## src/rtl/onn_pkg.sv

```systemverilog
// Shared types and width helpers for the oscillatory neuron array.
// Latency: n/a (declarations only).
// Backpressure: n/a.
package onn_pkg;

  // Default phase width; the array itself is parameterised on PHASE_W.
  localparam int PHASE_W_DEFAULT = 4;
  typedef logic [PHASE_W_DEFAULT-1:0] phase_t;

  // Serial load/readback controller states.
  typedef enum logic [1:0] {
    IDLE  = 2'd0,
    SHIFT = 2'd1,
    DONE  = 2'd2
  } ser_state_t;

  // Bits needed to hold values 0..max_val (at least one bit).
  function automatic int cnt_width(input int max_val);
    return (max_val < 2) ? 1 : $clog2(max_val + 1);
  endfunction

endpackage

```

## src/rtl/onn_neuron_cell.sv

```systemverilog
// One oscillatory neuron: phase register, period snapshot and change flag.
// Latency: phase, snapshot and change flag update one cycle after their enables.
// Backpressure: none; shift has priority over advance, clear over snapshot.
import onn_pkg::*;

module onn_neuron_cell #(
  parameter int PHASE_W = 4
) (
  input  logic               clk,
  input  logic               rst,
  input  logic               advance,
  input  logic               nin,
  input  logic               shift,
  input  logic               shift_in,
  input  logic               snap_take,
  input  logic               snap_clear,
  output logic [PHASE_W-1:0] phi,
  output logic               nout,
  output logic               changed,
  output logic               state_changed
);

  logic [PHASE_W-1:0] snap;

  assign nout    = phi[PHASE_W-1];
  assign changed = (phi != snap);

  // Phase: serial chain shift wins, else advance by 1 (in sync) or 2 (coupling pull).
  always_ff @(posedge clk or posedge rst) begin
    if (rst) begin
      phi <= '0;
    end else if (shift) begin
      phi <= {shift_in, phi[PHASE_W-1:1]};
    end else if (advance) begin
      phi <= phi + ((nin != nout) ? PHASE_W'(2) : PHASE_W'(1));
    end
  end

  // Snapshot: end-of-transfer clear re-baselines; period strobe records the change.
  always_ff @(posedge clk or posedge rst) begin
    if (rst) begin
      snap          <= '0;
      state_changed <= 1'b0;
    end else if (snap_clear) begin
      snap          <= phi;
      state_changed <= 1'b0;
    end else if (snap_take) begin
      snap          <= phi;
      state_changed <= changed;
    end
  end

endmodule

```

## src/rtl/onn_neuron_array.sv

```systemverilog
// ROWS x COLS oscillatory neuron array with serial phase load/readback and convergence flag.
// Latency: phase/flags visible one cycle after tick/full_tick; ser_done one cycle after last shift.
// Backpressure: tick/full_tick ignored while ser_busy; ser_start ignored unless idle.
import onn_pkg::*;

module onn_neuron_array #(
  parameter int ROWS           = 3,
  parameter int COLS           = 5,
  parameter int PHASE_W        = 4,
  parameter int STABLE_PERIODS = 4
) (
  input  logic                        clk,
  input  logic                        rst,
  input  logic                        run_en,
  input  logic                        tick,
  input  logic                        full_tick,
  input  logic [ROWS*COLS-1:0]        nin,
  input  logic                        ser_start,
  input  logic                        ser_valid,
  input  logic                        ser_in,
  output logic                        ser_out,
  output logic                        ser_busy,
  output logic                        ser_done,
  output logic [ROWS*COLS-1:0]        nout,
  output logic [ROWS*COLS-1:0]        state_changed,
  output logic [ROWS*COLS*PHASE_W-1:0] phi_out,
  output logic                        converged
);

  localparam int N  = ROWS * COLS;
  localparam int L  = N * PHASE_W;
  localparam int BW = cnt_width(L - 1);
  localparam int SW = cnt_width(STABLE_PERIODS);

  ser_state_t    state;
  logic [BW-1:0] bit_cnt;
  logic [SW-1:0] stable_cnt;
  logic [N-1:0]  changed;
  logic          advance;
  logic          shift;
  logic          snap_take;
  logic          snap_clear;

  // The DONE cycle re-baselines snapshots, so a period strobe there is absorbed.
  assign advance    = run_en & tick & ~ser_busy;
  assign shift      = (state == SHIFT) & ser_valid;
  assign snap_clear = (state == DONE);
  assign snap_take  = full_tick & ~ser_busy & ~snap_clear;
  assign ser_out    = phi_out[PHASE_W*(N-1)];

  genvar g;
  generate
    for (g = 0; g < N; g++) begin : g_cell
      logic chain_in;
      if (g == 0) begin : g_head
        assign chain_in = ser_in;
      end else begin : g_link
        assign chain_in = phi_out[PHASE_W*(g-1)];
      end
      onn_neuron_cell #(.PHASE_W(PHASE_W)) u_cell (
        .clk           (clk),
        .rst           (rst),
        .advance       (advance),
        .nin           (nin[g]),
        .shift         (shift),
        .shift_in      (chain_in),
        .snap_take     (snap_take),
        .snap_clear    (snap_clear),
        .phi           (phi_out[PHASE_W*g +: PHASE_W]),
        .nout          (nout[g]),
        .changed       (changed[g]),
        .state_changed (state_changed[g])
      );
    end
  endgenerate

  // Serial transfer controller with registered busy/done.
  always_ff @(posedge clk or posedge rst) begin
    if (rst) begin
      state    <= IDLE;
      bit_cnt  <= '0;
      ser_busy <= 1'b0;
      ser_done <= 1'b0;
    end else begin
      case (state)
        IDLE: begin
          ser_done <= 1'b0;
          if (ser_start) begin
            state    <= SHIFT;
            bit_cnt  <= '0;
            ser_busy <= 1'b1;
          end
        end
        SHIFT: begin
          if (ser_valid) begin
            if (bit_cnt == BW'(L - 1)) begin
              state    <= DONE;
              ser_busy <= 1'b0;
              ser_done <= 1'b1;
            end else begin
              bit_cnt <= bit_cnt + BW'(1);
            end
          end
        end
        DONE: begin
          state    <= IDLE;
          ser_done <= 1'b0;
        end
        default: begin
          state    <= IDLE;
          ser_busy <= 1'b0;
          ser_done <= 1'b0;
        end
      endcase
    end
  end

  // Convergence: count consecutive unchanged periods, saturating at the threshold.
  always_ff @(posedge clk or posedge rst) begin
    if (rst) begin
      stable_cnt <= '0;
      converged  <= 1'b0;
    end else if (snap_clear) begin
      stable_cnt <= '0;
      converged  <= 1'b0;
    end else if (snap_take) begin
      if (|changed) begin
        stable_cnt <= '0;
        converged  <= 1'b0;
      end else if (stable_cnt != SW'(STABLE_PERIODS)) begin
        stable_cnt <= stable_cnt + SW'(1);
        converged  <= (stable_cnt == SW'(STABLE_PERIODS - 1));
      end
    end
  end

endmodule

```

## config.mk

```make
export PLATFORM = sky130hd
export DESIGN_NAME = onn_neuron_array
export DESIGN_NICKNAME = d
export VERILOG_FILES = /design/src/rtl/onn_pkg.sv /design/src/rtl/onn_neuron_cell.sv /design/src/rtl/onn_neuron_array.sv
export SDC_FILE = /design/constraint.sdc
export NUM_CORES = 1
export LEC_CHECK = 0
export CELL_PAD_IN_SITES_DETAIL_PLACEMENT = 0
export CELL_PAD_IN_SITES_GLOBAL_PLACEMENT = 1
export CORE_AREA = 2 2 198 103
export CTS_CLUSTER_SIZE = 8
export DETAILED_ROUTE_END_ITERATION = 16
export DIE_AREA = 0 0 200 105
export PLACE_DENSITY = 0.88
export SLEW_MARGIN = 10
export SYNTH_ARGS = -nofsm -noshare
export SYNTH_HDL_FRONTEND = slang
export SYNTH_SLANG_ARGS = --single-unit
```

## constraint.sdc

```tcl
create_clock -name clk -period 6.05 [get_ports clk]
set_input_delay 0.605 -clock clk [delete_from_list [all_inputs] [get_ports clk]]
set_output_delay 0.605 -clock clk [all_outputs]
set_load 0.02 [all_outputs]
```

==> results.md, run 1 <==
* Slew Viols, Final at 0
* Crit path time final at 2.28 ns
* Max Clock Freq at 439 MHz
* Cell Area, Synth at 8310 um^2
* Syn Inst Count at 747
* GRT overflow at 0
* Post-route setup slack at 3.77 ns
* Async SR Flop Fraction at 100%
* Distinct cells, synth at 33
* Synthesis-stage register bit count at 149
* Global placer's final weighted congestion at 0.768
* Setup TNS Final at 0 ns
* Clock sink count at 149
* Initial antenna violation count at 0
* CTS Root Cell: clkbuf_16
* Hold Buf Count CTS at 0
* Starting density of the core at 43.4%
* Final Hold Fails at 0
* Core footprint at 19100 um^2
* Cell Chain, Critical Path: clkdlybuf4s50_1
* Synth area leader: dfrtp_1
* Total GRT Usage at 18.2%
* Setup Fix Bufs, Post-CTS at 0
* Capturing element type of the critical path: output port
* Placed Area at 9300 um^2
* Full die area at 21000 um^2
* HP Class: flop to flop
* CTS tree: built
* CP top delay family: buffers and inverters
* Mean Syn Cell Area at 11.1 um^2
* Slew margin rel. at 31.7%
* Drt pass-1 iters at 4
* CTS max path bufs at 2
* CP max-delay cell: clkdlybuf4s50_1
* Worst hold slack at 0.497 ns
* Leak pwr at 4.25 nW
* Post-route cell area at 9920 um^2
* Pwr/cell area at 489 nW/um^2
* Yosys warnings at 0
* Vias in the first global route at 5317
* Area Growth Syn to Fin at 19.3%
* First-pass GRT wire length at 29.5 mm
* Number of synthesized flops with an enable pin at 0
* ANT nets after route at 0
* Max stage delay on crit path at 0.71 ns
* Post-CTS sizing at 0
* Post-DP HPWL at 12.2 mm
* Fillers at 1696
* Final period utilization at 37.6%
* Final setup viols at 0
* Yosys top cell area share at 44.9%
* Die Span Y at 105 um
* Seq/Total Area, Yosys at 44.9%
* Die width at 200 um
* CTS H-tree depth at 4
* Worst Setup Start Kind: flop
* Largest fanout on the critical path at 7
* Top post-synthesis cells by area: dfrtp_1, mux2_2, xnor2_1, buf_4, ha_1
* WHS Path Cells at 1
* Initial DRC Count at 267
* FP Rows at 36
* Critical Path Stages at 1
* Via count at 5371
* Num ports at 117
* # Max-Cap Violations at 0
* Buf/Inv on CP at 1
* Fraction of final layout cells sized beyond drive strength 1 at 13.3%
* Outcome: complete, no violations
* Worst VDD drop at 0.000208 V
* Number of diodes at 0
* Critical path class: flop to output port
* WP data required at 5.44 ns
* Pre-CTS setup slack at 3.37 ns
* R2r worst-path depth at 4
* Number of vias per cell at 4.98
* Routed wire length per instance at 16.7 um
* Cts bufs inserted at 17
* Largest net degree at the start of global routing at 108
* Least-Margin Pin Slew at 1.02 ns
* Clk Latency, worst-skew pair at 0.42 ns
* Clock Skew at 0.00864 ns
* RSZ-0062 raised after global routing: no
* CTS clk-pin slew, worst paths at 0.06 ns
* PortBufs at 116
* Mapped Nets at 819
* Drt drc at 0
* Top FF cell, synth: dfrtp_1
* Final net count at 871
* Final wirelength at 18.0 mm
* Crit path DAT at 1.67 ns
-- where the power goes --
| part | switching [mW] | internal (mW) | total (mW) |
|---|---|---|---|
| clock network | 0.457 | 0.661 | 1.12 |
| logic | 0.863 | 1.00 | 1.87 |
| registers | 0.487 | 1.38 | 1.87 |
-- synth_stat cells (all sizes together), types with 4 or more instances --
cell type  instances
a21o              18
mux2              62
nand3             16
fa                15
mux2i             30
ha                34
xnor2             61
a21oi             16
o21ai             46
nor2              22
clkbuf            17
nand2             69
buf               72
xor2              48
dfrtp            149
inv               20
nor4               4
a22o              17
nand4             17
-- cell usage in the layout (no fill, tap or decap), types with 19 or more instances in the layout --
master	instances
dfrtp_1	149
clkdlybuf4s50_1	116
xor2_1	48
ha_1	34
mux2i_1	30
xnor2_1	61
nand2_1	69
mux2_2	62
inv_1	19
o21ai_0	46
nor2_1	22
-- logic make-up (layout without fill, tap and decap cells) --
logic type	Yosys count	in the layout	synth area share [%]
xor+xnor	109	109	11.5
buf+inv	109	174	7.81
fa+ha+maj	49	49	8.73
compound gates	99	99	7.36
mux	92	92	12.0
flops	149	149	44.9
simple gates	140	140	7.75
-- layout make-up --
type / count / area (um^2) / share of cell area (%)
timing repair buffer: 122 / 1210 / 12.2
tap: 266 / 333 / 3.35
multi-input combinational: 489 / 3950 / 39.9
inverter: 20 / 80.1 / 0.807
clock buffer: 17 / 425 / 4.29
sequential: 149 / 3730 / 37.6
clock inverter: 15 / 194 / 1.95
-- state kept, by name (all words and copies together) (netlist names) --
signal / flops
bit_cnt: 6
stable_cnt: 3
converged: 1
ser_busy: 1
g_cell.u_cell.phi: 60
g_cell.u_cell.state_changed: 15
ser_done: 1
state: 2
g_cell.u_cell.snap: 60
-- path summary, 6_finish.rpt --
path | startpoint | to | slack (ns)
max | g_cell[13].u_cell.phi[1] | phi_out[53] | 3.77
min | ser_done | ser_done | 0.50
max reg2reg | state[1] | g_cell[13].u_cell.phi[1] | 3.80
min reg2reg | ser_done | ser_done | 0.50
max in group asynchronous | rst | g_cell[3].u_cell.snap[3] | 4.07
min in group asynchronous | rst | g_cell[14].u_cell.snap[0] | 0.76
-- layer usage --
metal | global-route usage, % | up-vias | routed length [um]
li1 | - | 2591 | -
met1 | 28.1 | 2657 | 9400
met2 | 25.7 | 113 | 7560
met3 | 3.62 | 10 | 1010
met4 | 4.87 | 0 | 77
met5 | 0 | - | 0
-- per-stage QoR --
| step | utilization (%) | power (mW) | std cells |
|---|---|---|---|
| after floorplan | - | 3.19 | 747 |
| after global placement | 48.6 | 3.70 | 1046 |
| after detailed placement | 48.6 | 3.76 | 1046 |
| after CTS | 51.8 | 4.91 | 1078 |
| after global routing | 51.8 | 5.18 | 1078 |
| final | 51.8 | 4.85 | 1078 |
Power figures use the tool's default switching activity.
==> inputs of run 2 (changes only) <==
--- a/config.mk
+++ b/config.mk
@@ -7,11 +7,11 @@
 export LEC_CHECK = 0
 export CELL_PAD_IN_SITES_DETAIL_PLACEMENT = 0
 export CELL_PAD_IN_SITES_GLOBAL_PLACEMENT = 1
-export CORE_AREA = 2 2 198 103
+export CORE_AREA = 2 2 207 107
 export CTS_CLUSTER_SIZE = 8
 export DETAILED_ROUTE_END_ITERATION = 16
-export DIE_AREA = 0 0 200 105
-export PLACE_DENSITY = 0.88
+export DIE_AREA = 0 0 209 109
+export PLACE_DENSITY = 0.85
 export SLEW_MARGIN = 10
 export SYNTH_ARGS = -nofsm -noshare
 export SYNTH_HDL_FRONTEND = slang
==> constraint.sdc (replaced) <==
create_clock -name clk -period 1.9 [get_ports clk]
set_input_delay 0.19 -clock clk [delete_from_list [all_inputs] [get_ports clk]]
set_output_delay 0.19 -clock clk [all_outputs]
set_load 0.02 [all_outputs]
==> results.md, run 2 (synthesis gave the netlist of run 1 again) <==
* Initial antenna violation count at 0 (unchanged)
* Routed wire length per instance at 16.5 um (was 16.7 um)
* Die width at 209 um (was 200 um)
* Final period utilization at 101%
* Slew Viols, Final at 0 (unchanged)
* Fin util at 51.9% (was 51.8%)
* RSZ-0062 raised after global routing: yes (was no)
* Crit path time final at 1.92 ns
* Final setup viols at 2 (was 0)
* CTS tree: built (unchanged)
* Placed Cells at 1162 (was 1046)
* Drt pass-1 iters at 4 (unchanged)
* Via count at 5778 (was 5371)
* Clock Skew at 0.00852 ns (was 0.00864 ns)
* GRT overflow at 0 (unchanged)
* FP Rows at 38 (was 36)
* Final wirelength at 19.9 mm (was 18.0 mm)
* CTS H-tree depth at 4 (unchanged)
* Leak pwr at 4.88 nW (was 4.25 nW)
* Crit path DAT at 2.29 ns (was 1.67 ns)
* Clk Latency, worst-skew pair at 0.42 ns (about the same)
* # Max-Cap Violations at 0 (unchanged)
* Finished Layout Cells at 1201 (was 1078)
* Top flop regs: g_cell.u_cell.phi: 60 flops, g_cell.u_cell.snap: 60 flops, g_cell.u_cell.state_changed: 15 flops (unchanged)
* Capturing element type of the critical path: flop (was output port)
* Buf/Inv on CP at 0 (was 1)
* HP Class: primary input to asynchronous set/reset pin (was flop to flop)
* Fillers at 1890 (was 1696)
* Largest fanout on the critical path at 3 (was 7)
* Number of diodes at 0 (unchanged)
* Area Growth Syn to Fin at 32.2% (was 19.3%)
* Commonest non-fill, non-tap cell in the layout: dfrtp_1 (unchanged)
* Post-DP HPWL at 14.3 mm (was 12.2 mm)
* Vias in the first global route at 5833 (was 5317)
* Worst Setup Start Kind: flop (unchanged)
* Global placer's final weighted congestion at 0.788 (was 0.768)
* WP data required at 2.26 ns (was 5.44 ns)
* Die Span Y at 109 um (was 105 um)
* Fraction of final layout cells sized beyond drive strength 1 at 26.0% (was 13.3%)
* Pwr/cell area at 1520 nW/um^2 (was 489 nW/um^2)
* Largest net degree at the start of global routing at 62 (was 108)
* Total GRT Usage at 18.5% (was 18.2%)
* PortBufs at 116 (unchanged)
* CP max-delay cell: dfrtp_1 (was clkdlybuf4s50_1)
* Max Clock Freq at 520 MHz
* Outcome: complete, but fails checks (was complete, no violations)
* CTS max path bufs at 2 (unchanged)
* Slew margin rel. at 67.7% (was 31.7%)
* Post-route setup slack at -0.0245 ns (was 3.77 ns)
* Starting density of the core at 39.3% (was 43.4%)
* Number of vias per cell at 4.81 (was 4.98)
* Commonest non-fill, non-tap cells in the layout: dfrtp_1, clkdlybuf4s50_1, buf_4 (was dfrtp_1, clkdlybuf4s50_1, nand2_1)
* Final net count at 980 (was 871)
* Num ports at 117 (unchanged)
* Critical path class: flop to flop (was flop to output port)
* ANT nets after route at 0 (unchanged)
* Worst VDD drop at 0.000722 V (was 0.000208 V)
* CTS clk-pin slew, worst paths at 0.07 ns (was 0.06 ns)
* CP top delay family: simple AND/OR/NAND/NOR gates (was buffers and inverters)
* Register Area at 3730 um^2 (about the same)
* Drt drc at 0 (unchanged)
* Least-Margin Pin Slew at 0.483 ns (was 1.02 ns)
* Cell Chain, Critical Path: xnor2_1 -> nand4_1 -> nor4_2 -> nand4_1 -> nor3b_2 -> mux2_2 (was clkdlybuf4s50_1)
* Max stage delay on crit path at 0.40 ns (was 0.71 ns)
* Pre-CTS setup slack at -0.162 ns (was 3.37 ns)
* Cts bufs inserted at 17 (unchanged)
* Clock sink count at 149 (unchanged)
* Initial DRC Count at 298 (was 267)
* Final Hold Fails at 0 (unchanged)
* CTS Root Cell: clkbuf_16 (unchanged)
* First-pass GRT wire length at 32.2 mm (was 29.5 mm)
* Multi-input gate area at 4080 um^2 (was 3950 um^2)
* Core footprint at 21200 um^2 (was 19100 um^2)
* Overall power at 16.7 mW (was 4.85 mW)
* Full die area at 22800 um^2 (was 21000 um^2)
* Most frequent CP cell: nand4_1
* Violated checks: setup timing
* Hold Buf Count CTS at 0 (unchanged)
* Setup TNS Final at -0.0271 ns (was 0 ns)
run 2: changes by cell type in the layout (fill, tap and decap cells not counted), moves of 4 or more:
| cell | delta |
|---|---|
| xor2_1 | -8 |
| buf_4 | +98 |
| clkdlybuf4s50_1 | -4 |
| o21ai_0 | -4 |
| buf_12 | +9 |
| xor2_2 | +8 |
| dlymetal6s2s_1 | +4 |
| o21ai_1 | +4 |
run 2: through the flow:
step	area, um^2	hold WS (ns)
CTS	10900	0.0732
floorplan	8320	0.349
detailed placement	10200	0.472
global route	11000	0.0831
global placement	10200	0.462
finish	11000	0.0764
run 2: timing repair:
action	4_1_cts	5_1_grt
setup endpoints to repair	4	27
resized for setup	5	28
pin swaps	10	12
buffers inserted	4	3
run 2: power breakdown:
group | internal (mW) | switching (mW)
Combinational | 4.18 | 3.73
Sequential | 4.41 | 0.949
Clock | 1.98 | 1.43
Total | 10.6 | 6.11
run 2: worst paths after layout:
kind / from / to / slack (ns) / cells after the start
hold / removal: rst / g_cell[0].u_cell.phi[3] / 0.08 / 2
max in group asynchronous: rst / g_cell[4].u_cell.phi[3] / 1.19 / 3
setup reg to reg: g_cell[13].u_cell.snap[3] / stable_cnt[0] / -0.02 / 6
hold reg to reg: ser_done / ser_done / 0.48 / 1
setup / recovery: g_cell[13].u_cell.snap[3] / stable_cnt[0] / -0.02 / 6
min in group clk: ser_in / g_cell[0].u_cell.phi[3] / 0.41 / 3
run 2: metal layers:
layer	track usage, %	up-vias	share of wire [%]
met4	3.88	0	0.34
li1	-	2797	-
met2	26.4	130	41
met5	0	-	0
met1	28.4	2843	54
met3	4.06	8	4.7
run 2: worst register-to-register path: cells and delay by family, from the launching register on:
family                    cells  cell delay [ns]
xor gates and xnor gates      1             0.17
DFF                           1             0.40
muxes                         1             0.20
and+or+nand+nor               4             1.11
run 2: cell type report:
class | count | area share [%]
timing repair buffer | 231 | 19.6
clock inverter | 14 | 1.39
multi-input combinational | 489 | 37.1
sequential | 149 | 34.0
tap | 280 | 3.19
inverter | 20 | 0.717
clock buffer | 18 | 4.00
==> inputs of run 3 (changes only) <==
--- a/config.mk
+++ b/config.mk
@@ -8,7 +8,7 @@
 export CELL_PAD_IN_SITES_DETAIL_PLACEMENT = 0
 export CELL_PAD_IN_SITES_GLOBAL_PLACEMENT = 1
 export CORE_AREA = 2 2 207 107
-export CTS_CLUSTER_SIZE = 8
+export CTS_CLUSTER_SIZE = 14
 export DETAILED_ROUTE_END_ITERATION = 16
 export DIE_AREA = 0 0 209 109
 export PLACE_DENSITY = 0.85
==> results of run 3 <==
No change in the layout: final DEF, timing and power equal those of run 2.
==> patch (config.mk and constraints of run 1) <==
`PHASE_W` is set to 4 in 2 places; all go to 3.
--- a/src/rtl/onn_neuron_cell.sv
+++ b/src/rtl/onn_neuron_cell.sv
@@ -6,3 +6,3 @@
 module onn_neuron_cell #(
-  parameter int PHASE_W = 4
+  parameter int PHASE_W = 3
 ) (
--- a/src/rtl/onn_neuron_array.sv
+++ b/src/rtl/onn_neuron_array.sv
@@ -8,3 +8,3 @@
   parameter int COLS           = 5,
-  parameter int PHASE_W        = 4,
+  parameter int PHASE_W        = 3,
   parameter int STABLE_PERIODS = 4
Interface: changed (resized phi_out); port bits go from 117 to 102. The function was not compared with the original's and may differ.
==> patch against run 1 <==
  * Hold slack better by 0.00053 ns
  * Area after synthesis down 18%
  * Routed wire length down 13%
  * Design area down 17%
  * Critical path depth up 5
  * First-iteration DRC count up 14%
  * Non-clock buffer count down 17
  * Sequential cell count down 30
  * Sequential power down 22%
  * Register-to-register slack worse by 0.11 ns
  * Power down 16%
  * Clock power down 11%
  * Setup slack worse by 0.26 ns
  * Global-route usage down 2.0 points
  * Largest cell class unchanged
  * Highest routed layer unchanged
==> patch: results (changes against run 1) <==
yosys:
  syn_nets: 702  # was 819
  netlist_top_cells_area: "dfrtp_1, mux2_2, buf_4"  # was dfrtp_1, mux2_2, xnor2_1
  netlist_instances: 644  # was 747
  ys_seq_area_share_pct: 43.77  # was 44.85%
  synthTopCellsByCount: "dfrtp_1, nand2_1, buf_4"  # was dfrtp_1, nand2_1, mux2_2
  synth_cell_types: 44  # was 33
hold_path:
  hp-class: "flop to flop"  # unchanged
power:
  power.leakage_uw: 0.003449  # was 0.004252 uW
  pg_seq_uw: 1460  # was 1870 uW
  p_sw_uw: 1530  # was 1807 uW
  p_clk_uw: 996  # was 1120 uW
  pwr-share-clk_pct: 24.5  # was 23.0%
  ir_drop_v: 0.0002447  # was 0.0002084 V
finish:
  final-nonclk-buf-share_pct: 12.70  # was 12.16%
  clk_share_pct: 6.990  # was 6.243%
  drive_gt1_share_pct: 13.96  # was 13.30%
  clock_buffers: 21  # was 17
  seq_cells: 119  # was 149
  fin_nets: 741  # was 871
  multi_input_area_um2: 3181  # was 3954 um2
  n_all_inverters: 24  # was 20
  top_regs: "g_cell.u_cell.phi (45), g_cell.u_cell.snap (45), g_cell.u_cell.state_changed (15)"  # was g_cell.u_cell.phi (60), g_cell.u_cell.snap (60), g_cell.u_cell.state_changed (15)
  multi_input_gates: 416  # was 489
  syn_to_final_growth_pct: 20.49  # was 19.34%
  nFillCells: 1803  # was 1696
  seq_area_um2: 2978  # was 3729 um2
  non_clock_buffer_count: 105  # was 122
critical_path:
  arrival_ns: 2.83  # was 1.67 ns
  worst-path-max-fanout: 31  # was 7
  r2r_end: "g_cell[13].u_cell.snap[0]$_DFFE_PP0P_"  # was g_cell[13].u_cell.phi[1]$_DFFE_PP0P_
  rrSetupSlack_ns: 3.69  # was 3.80 ns
global_routing:
  grt_max_degree: 76  # was 108
  use_met1_pct: 26.39  # was 28.14%
  grtUsageMet3_pct: 4.164  # was 3.615%
  grt_util_met2_pct: 20.16  # was 25.72%
  grt_first_pass_wirelength_um: 25650  # was 29550 um
  grt_pass1_vias: 4413  # was 5317
  grt_use_total_pct: 16.19  # was 18.23%
clock_tree:
  clk_latency_ns: 0.42  # about the same
  clkTransAtPathRegs_ns: 0.05
placement:
  port_buffers: 101  # was 116
  dp.cells: 930  # was 1046
  place_congestion: 0.8490  # was 0.7676
  dp_slack_ns: 3.076  # was 3.371 ns
  dp_hpwl_um: 10740  # was 12230 um
  place_area_um2: 7625  # was 9301 um2
timing:
  timing.hold.ws_ns: 0.4973  # was 0.4968 ns
  fin_worst_skew_ns: 0.007659  # was 0.008636 ns
  worst_slew_pin_slew_ns: 1.158  # was 1.025 ns
drt:
  wl_met1_um: 8661  # was 9395 um
  first_iter_violations: 304  # was 267
  wl_met3_um: 926  # was 1009 um
  via_count: 4531  # was 5371
  dr.pass1.iters: 5  # was 4
  wl_met2_um: 5937  # was 7562 um
  routed_wl_um: 15640  # was 18050 um
  wl_per_cell_um: 16.28  # was 16.74 um
outcome:
  status: "finished clean"  # unchanged
patch: how the worst max path moves through the flow:
stage	startpoint	end	slack, ns	cells past startpoint
after floorplan	rst	bit_cnt[0]$_DFFE_PP0P_	2.29	1
after global placement	ser_valid	bit_cnt[4]$_DFFE_PP0P_	3.12	6
after detailed placement	ser_valid	bit_cnt[5]$_DFFE_PP0P_	3.08	6
after CTS	ser_valid	bit_cnt[4]$_DFFE_PP0P_	3.48	6
after global routing	ser_valid	bit_cnt[5]$_DFFE_PP0P_	3.33	6
final	ser_valid	bit_cnt[4]$_DFFE_PP0P_	3.52	6
patch: logic make-up after synthesis:
logic type                 synth area share [%]
and+or+nand+nor                           13.04
adders and majority gates                 8.091
AOI/OAI and AO/OA                         7.521
DFF                                       43.77
xor gates and xnor gates                  10.50
buffers and inverters                     9.636
muxes                                     7.448
patch: critical path: stages:
cell,delay (ns)
clkdlybuf4s50_1,0.56
and3b_1,0.93
o32a_2,0.40
nand4_1,0.13
xor2_1,0.14
nor2_1,0.05
